<file path="src/rtl/can_bit_engine.sv">
// CAN bit-level front end: bus input synchroniser, quantum timing with hard
// sync and RJW-limited resync, per-bit tx/sample ticks, tx bit stuffing and
// rx destuffing with stuff-error detection.
module can_bit_engine #(
    parameter int QUANTA_PER_BIT = 100,
    parameter int SAMPLE_POINT   = 75,
    parameter int STUFF_LEN      = 5
) (
    input  logic       clk,
    input  logic       rst_n,
    input  logic       rx_raw,
    input  logic       bus_idle,
    input  logic [6:0] rjw,
    input  logic       stuff_bypass,
    input  logic       tx_data,
    output logic       tx_bit_advance,
    output logic       tx,
    output logic       rx,
    output logic       rx_data,
    output logic       rx_bit_valid,
    output logic       stuff_error
);
    localparam int CW = $clog2(QUANTA_PER_BIT);
    // Arithmetic width wide enough for counter + rjw + 1 without overflow.
    localparam int AW = ((CW > 7) ? CW : 7) + 1;
    localparam int RW = $clog2(STUFF_LEN + 1);

    localparam logic [CW-1:0] CNT_LAST = CW'(QUANTA_PER_BIT - 1);
    localparam logic [CW-1:0] CNT_SP   = CW'(SAMPLE_POINT);
    localparam logic [AW-1:0] QPB_W    = AW'(QUANTA_PER_BIT);
    localparam logic [RW-1:0] RUN_MAX  = RW'(STUFF_LEN);
    localparam logic [RW-1:0] RUN_ONE  = RW'(1);

    logic          sync1, sync2, sync_d;
    logic          fall_edge;
    logic [CW-1:0] cnt, cnt_next;
    logic          resync_done;
    logic          hard_sync, resync;
    logic          tx_tick, sample_tick;
    logic [AW-1:0] cnt_w, rjw_w, late_j, early_rem, early_j, early_sum;
    logic [RW-1:0] tx_run, rx_run;
    logic          tx_last, rx_last;

    assign fall_edge   = sync_d & ~sync2;
    assign tx_tick     = (cnt == '0);
    assign sample_tick = (cnt == CNT_SP);

    // Two-flop synchroniser plus one delayed copy for falling-edge detection.
    always_ff @(posedge clk or negedge rst_n) begin
        if (!rst_n) begin
            sync1  <= 1'b1;
            sync2  <= 1'b1;
            sync_d <= 1'b1;
        end else begin
            sync1  <= rx_raw;
            sync2  <= sync1;
            sync_d <= sync2;
        end
    end

    // Next quantum: normal wrap, hard sync to 1, or phase correction limited by rjw.
    always_comb begin
        cnt_w     = AW'(cnt);
        rjw_w     = AW'(rjw);
        late_j    = (rjw_w < cnt_w) ? rjw_w : cnt_w;
        early_rem = QPB_W - cnt_w;
        early_j   = (rjw_w < early_rem) ? rjw_w : early_rem;
        early_sum = cnt_w + AW'(1) + early_j;
        hard_sync = fall_edge & bus_idle;
        resync    = fall_edge & ~bus_idle & ~resync_done & (cnt != '0) & (rjw != '0);
        cnt_next  = (cnt == CNT_LAST) ? '0 : cnt + CW'(1);
        if (hard_sync) begin
            // The edge cycle itself stands in for the sync segment.
            cnt_next = CW'(1);
        end else if (resync) begin
            if (cnt < CNT_SP) begin
                // Late edge: hold the counter back, lengthening phase 1.
                cnt_next = CW'(cnt_w + AW'(1) - late_j);
            end else if (early_sum >= QPB_W) begin
                cnt_next = '0;
            end else begin
                // Early edge (including at the sample point): skip ahead.
                cnt_next = CW'(early_sum);
            end
        end
    end

    // Quantum counter and the once-per-bit resync guard.
    always_ff @(posedge clk or negedge rst_n) begin
        if (!rst_n) begin
            cnt         <= '0;
            resync_done <= 1'b0;
        end else begin
            cnt <= cnt_next;
            if (hard_sync || tx_tick) begin
                resync_done <= 1'b0;
            end else if (resync) begin
                resync_done <= 1'b1;
            end
        end
    end

    // Transmit path: stuff a complement bit after STUFF_LEN identical bits.
    always_ff @(posedge clk or negedge rst_n) begin
        if (!rst_n) begin
            tx             <= 1'b1;
            tx_bit_advance <= 1'b0;
            tx_run         <= '0;
            tx_last        <= 1'b1;
        end else begin
            tx_bit_advance <= 1'b0;
            if (stuff_bypass) begin
                tx_run <= '0;
            end
            if (tx_tick) begin
                if (stuff_bypass) begin
                    tx             <= tx_data;
                    tx_bit_advance <= 1'b1;
                end else if (tx_run == RUN_MAX) begin
                    tx      <= ~tx_last;
                    tx_run  <= RUN_ONE;
                    tx_last <= ~tx_last;
                end else begin
                    tx             <= tx_data;
                    tx_bit_advance <= 1'b1;
                    tx_run         <= (tx_data == tx_last) ? tx_run + RUN_ONE : RUN_ONE;
                    tx_last        <= tx_data;
                end
            end
        end
    end

    // Receive path: latch the sampled bit, drop stuff bits, flag a sixth identical bit.
    always_ff @(posedge clk or negedge rst_n) begin
        if (!rst_n) begin
            rx           <= 1'b1;
            rx_data      <= 1'b1;
            rx_bit_valid <= 1'b0;
            stuff_error  <= 1'b0;
            rx_run       <= '0;
            rx_last      <= 1'b1;
        end else begin
            rx_bit_valid <= 1'b0;
            stuff_error  <= 1'b0;
            if (stuff_bypass) begin
                rx_run <= '0;
            end
            if (sample_tick) begin
                rx <= sync2;
                if (stuff_bypass) begin
                    rx_data      <= sync2;
                    rx_bit_valid <= 1'b1;
                end else if (rx_run == RUN_MAX) begin
                    if (sync2 == rx_last) begin
                        stuff_error <= 1'b1;
                    end
                    rx_run  <= RUN_ONE;
                    rx_last <= sync2;
                end else begin
                    rx_data      <= sync2;
                    rx_bit_valid <= 1'b1;
                    rx_run       <= (sync2 == rx_last) ? rx_run + RUN_ONE : RUN_ONE;
                    rx_last      <= sync2;
                end
            end
        end
    end

endmodule

</file>
<file path="config.mk">
export PLATFORM = sky130hd
export DESIGN_NAME = can_bit_engine
export DESIGN_NICKNAME = d
export VERILOG_FILES = /design/src/rtl/can_bit_engine.sv
export SDC_FILE = /design/constraint.sdc
export NUM_CORES = 1
export LEC_CHECK = 0
export ABC_AREA = 1
export BUFFER_PORTS_ARGS = -buffer_cell sky130_fd_sc_hd__buf_2
export CORE_AREA = 2 2 78 80
export CTS_CLUSTER_SIZE = 30
export DETAILED_ROUTE_END_ITERATION = 10
export DIE_AREA = 0 0 80 82
export GPL_ROUTABILITY_DRIVEN = 0
export PLACE_DENSITY = 0.73
export REMOVE_ABC_BUFFERS = 1
export SLEW_MARGIN = 20
export SYNTH_ARGS = -nofsm -noshare
export SYNTH_HDL_FRONTEND = slang
export SYNTH_SLANG_ARGS = --single-unit
</file>
<file path="constraint.sdc">
create_clock -name clk -period 6.1 [get_ports clk]
set_input_delay 1.525 -clock clk [delete_from_list [all_inputs] [get_ports clk]]
set_output_delay 1.525 -clock clk [all_outputs]
set_load 0.03 [all_outputs]
</file>
==> flow_summary.json <==
{
  "status": "finished, final reports clean",
  "routed_wl_um": 6460,
  "cts_tree": "done",
  "max_freq_ghz": 0.227,
  "postCtsHoldBufs": 0,
  "required_ns": 6.26,
  "die_area_mm2": 0.00656,
  "grt_max_degree": 26,
  "tightest_slew_ns": 0.533,
  "reg.largest.list": "cnt x7, rx_run x3, tx_run x3",
  "fin_nets": 452,
  "clk_latency_ns": 0.26,
  "wl_per_cell_um": 13.5,
  "rsz0062_at_grt": "false",
  "cts_resized": 0,
  "max_slew_margin": 0.645,
  "crit_fanout": 13,
  "rows": 28,
  "synth_cells": 386,
  "start_kind": "flip-flop",
  "first_global_vias": 2385,
  "antenna_found_initial": 0,
  "synth_seq_cells": 25,
  "synth_warnings": 0,
  "r2r-start": "cnt[0]",
  "cts_made_buffers": 3,
  "slew_violations": 0,
  "setup_ws_ns": 1.70,
  "seq_area_frac_synth": 0.237,
  "via_count": 2555,
  "final.setup.tns_ns": 0,
  "ys.flop_type": "dfrtp_1",
  "num_antenna_cells": 0,
  "area_delta_synth_final_pct": 7.78,
  "detail-route-antenna-nets": 0,
  "postLayoutCoreUtil": 0.504,
  "cts_root_buffer": "clkbuf_8",
  "synth-edff-count": 0,
  "reg2reg_slack_ns": 1.70,
  "placeableCoreArea_mm2": 0.00575,
  "placed_cell_area_mm2": 0.00285,
  "syn_area_mm2": 0.00269,
  "path_class": "flip-flop to flip-flop",
  "period_share": 0.722,
  "fin_crit_ns": 4.40,
  "worstRegToRegCells": 26,
  "vias_per_cell": 5.32,
  "firstDrtPassIters": 4,
  "hold_start": "sync1",
  "dp_hpwl_um": 5310,
  "start_util": 0.467,
  "synth.distinct_cells": 42,
  "postCtsSetupBuffers": 0,
  "fin_area_mm2": 0.00289,
  "overflow": 0,
  "grt_pass1_wl_um": 10500,
  "end_kind": "flip-flop",
  "cts.sinks": 25,
  "dpl_worst_slack_ns": 1.52,
  "ios": 19,
  "top_register": "cnt",
  "worstHoldPathType": "flip-flop to flip-flop",
  "die_h_um": 82,
  "cap_viol_max_count": 0,
  "skew_ns": 0.000741,
  "cts_max_level": 1,
  "drive_above_1_share": 0.141,
  "syn_area_per_cell_um2": 6.96,
  "setup_viol": 0,
  "cts.reportedPaths.clkPinSlew_ns": 0.08,
  "hold_depth": 0,
  "route.detailed.drc": 0,
  "holdPathEnd": "sync2",
  "hold_viol_final": 0,
  "globalRouteTotalUtil": 0.201,
  "reg2reg_to": "cnt[6]",
  "async_flop_share": 1.00,
  "fill_cells": 584,
  "drt_iter0_markers": 146,
  "arrival_ns": 4.57,
  "die_w_um": 80,
  "io_buffers": 18,
  "cts_buffer_depth": 2,
  "largest_register_ffs": 7
}
-- worst max path at each step --
| stage | startpoint | endpoint | slack, ns | cells past startpoint |
|---|---|---|---|---|
| global route | cnt[0] | cnt[6] | 1.28 | 26 |
| detailed placement | rjw[3] | cnt[6] | 1.52 | 21 |
| CTS | cnt[0] | cnt[6] | 1.75 | 26 |
| global placement | rjw[3] | cnt[6] | 1.61 | 21 |
| floorplan | rjw[3] | cnt[0] | 2.10 | 20 |
| finish | cnt[0] | cnt[6] | 1.70 | 26 |
-- cell type report --
class,instances,area (um^2),share of cell area
Inverter,54,205,0.0709
Sequential cell,25,636,0.220
Timing Repair Buffer,18,90.1,0.0311
Clock buffer,4,45.0,0.0156
Multi-Input combinational cell,304,1820,0.630
Tap cell,75,93.8,0.0324
-- metal layers --
| layer | global-route usage | up-vias | part of all wire |
|---|---|---|---|
| li1 | - | 1313 | - |
| met4 | 0.0661 | 0 | 0.019 |
| met3 | 0.0308 | 10 | 0.044 |
| met1 | 0.266 | 1178 | 0.47 |
| met2 | 0.338 | 54 | 0.47 |
| met5 | 0 | - | 0 |
-- placed cells by master (no fill, tap or decap), drive strengths merged --
cell type  count
dfrtp         17
xnor2          3
nand3b         5
nand3         27
fa             2
a21o           2
o21ai         21
nand2        113
or2            2
buf           18
nor4           2
inv           54
a31oi          3
ha            31
o31ai          1
a211oi         1
xor2          10
o211ai         2
o32ai          1
nand4          9
dfstp          8
clkbuf         4
a21oi         32
o21a           1
nor2          29
nor3           7
-- kinds of logic (layout without fill, tap and decap cells) --
logic type / count (synthesis) / in the layout / share of synthesized area
fa+ha+maj: 33 / 33 / 0.159
flops: 25 / 25 / 0.237
simple gates: 194 / 194 / 0.332
xor+xnor: 13 / 13 / 0.0424
compound gates: 64 / 64 / 0.145
buf+inv: 57 / 76 / 0.0839
-- Yosys cell counts, types with 3 or more instances --
| master | instances | share of area |
|---|---|---|
| o21ai_1 | 3 | 0.0056 |
| nand3_1 | 25 | 0.047 |
| inv_1 | 48 | 0.067 |
| nand2_1 | 108 | 0.15 |
| a21oi_2 | 3 | 0.0098 |
| o21ai_0 | 15 | 0.028 |
| nand3b_1 | 5 | 0.014 |
| dfrtp_1 | 17 | 0.16 |
| inv_2 | 5 | 0.0070 |
| a21oi_1 | 29 | 0.054 |
| nor3_1 | 6 | 0.011 |
| nor2_2 | 3 | 0.0070 |
| nand4_1 | 7 | 0.016 |
| ha_1 | 31 | 0.14 |
| dfstp_2 | 8 | 0.078 |
| xor2_1 | 10 | 0.033 |
| nor2_1 | 25 | 0.035 |
| xnor2_1 | 3 | 0.0098 |
| nand2_2 | 5 | 0.012 |
-- worst max-delay path, cell delays in order (launching register included) --
cell     delay [ns]
dfrtp_1        0.52
inv_1          0.16
ha_1           0.30
or2_2          0.35
nand3_1        0.10
nand2_1        0.07
xor2_1         0.16
ha_1           0.32
inv_1          0.04
nor2_1         0.12
o21ai_2        0.08
nand2_2        0.20
nand2_1        0.12
o21ai_2        0.07
ha_1           0.23
inv_1          0.08
fa_1           0.43
inv_1          0.09
nand3_1        0.10
nand3_1        0.08
nand2_1        0.06
nand2_1        0.06
nand3_1        0.19
nand3_1        0.18
nand3_1        0.08
nand2_1        0.07
inv_1          0.04
-- through the flow --
| stage | instances | hold WS [ns] |
|---|---|---|
| 2_1_floorplan | 383 | 0.345 |
| 3_3_place_gp | 476 | 0.347 |
| 3_5_place_dp | 476 | 0.349 |
| 4_1_cts | 480 | 0.361 |
| 5_1_grt | 480 | 0.367 |
| 6_report | 480 | 0.359 |
Power is not shown: default switching activity piles up to over one toggle a cycle in this logic, so the estimate is an artifact.
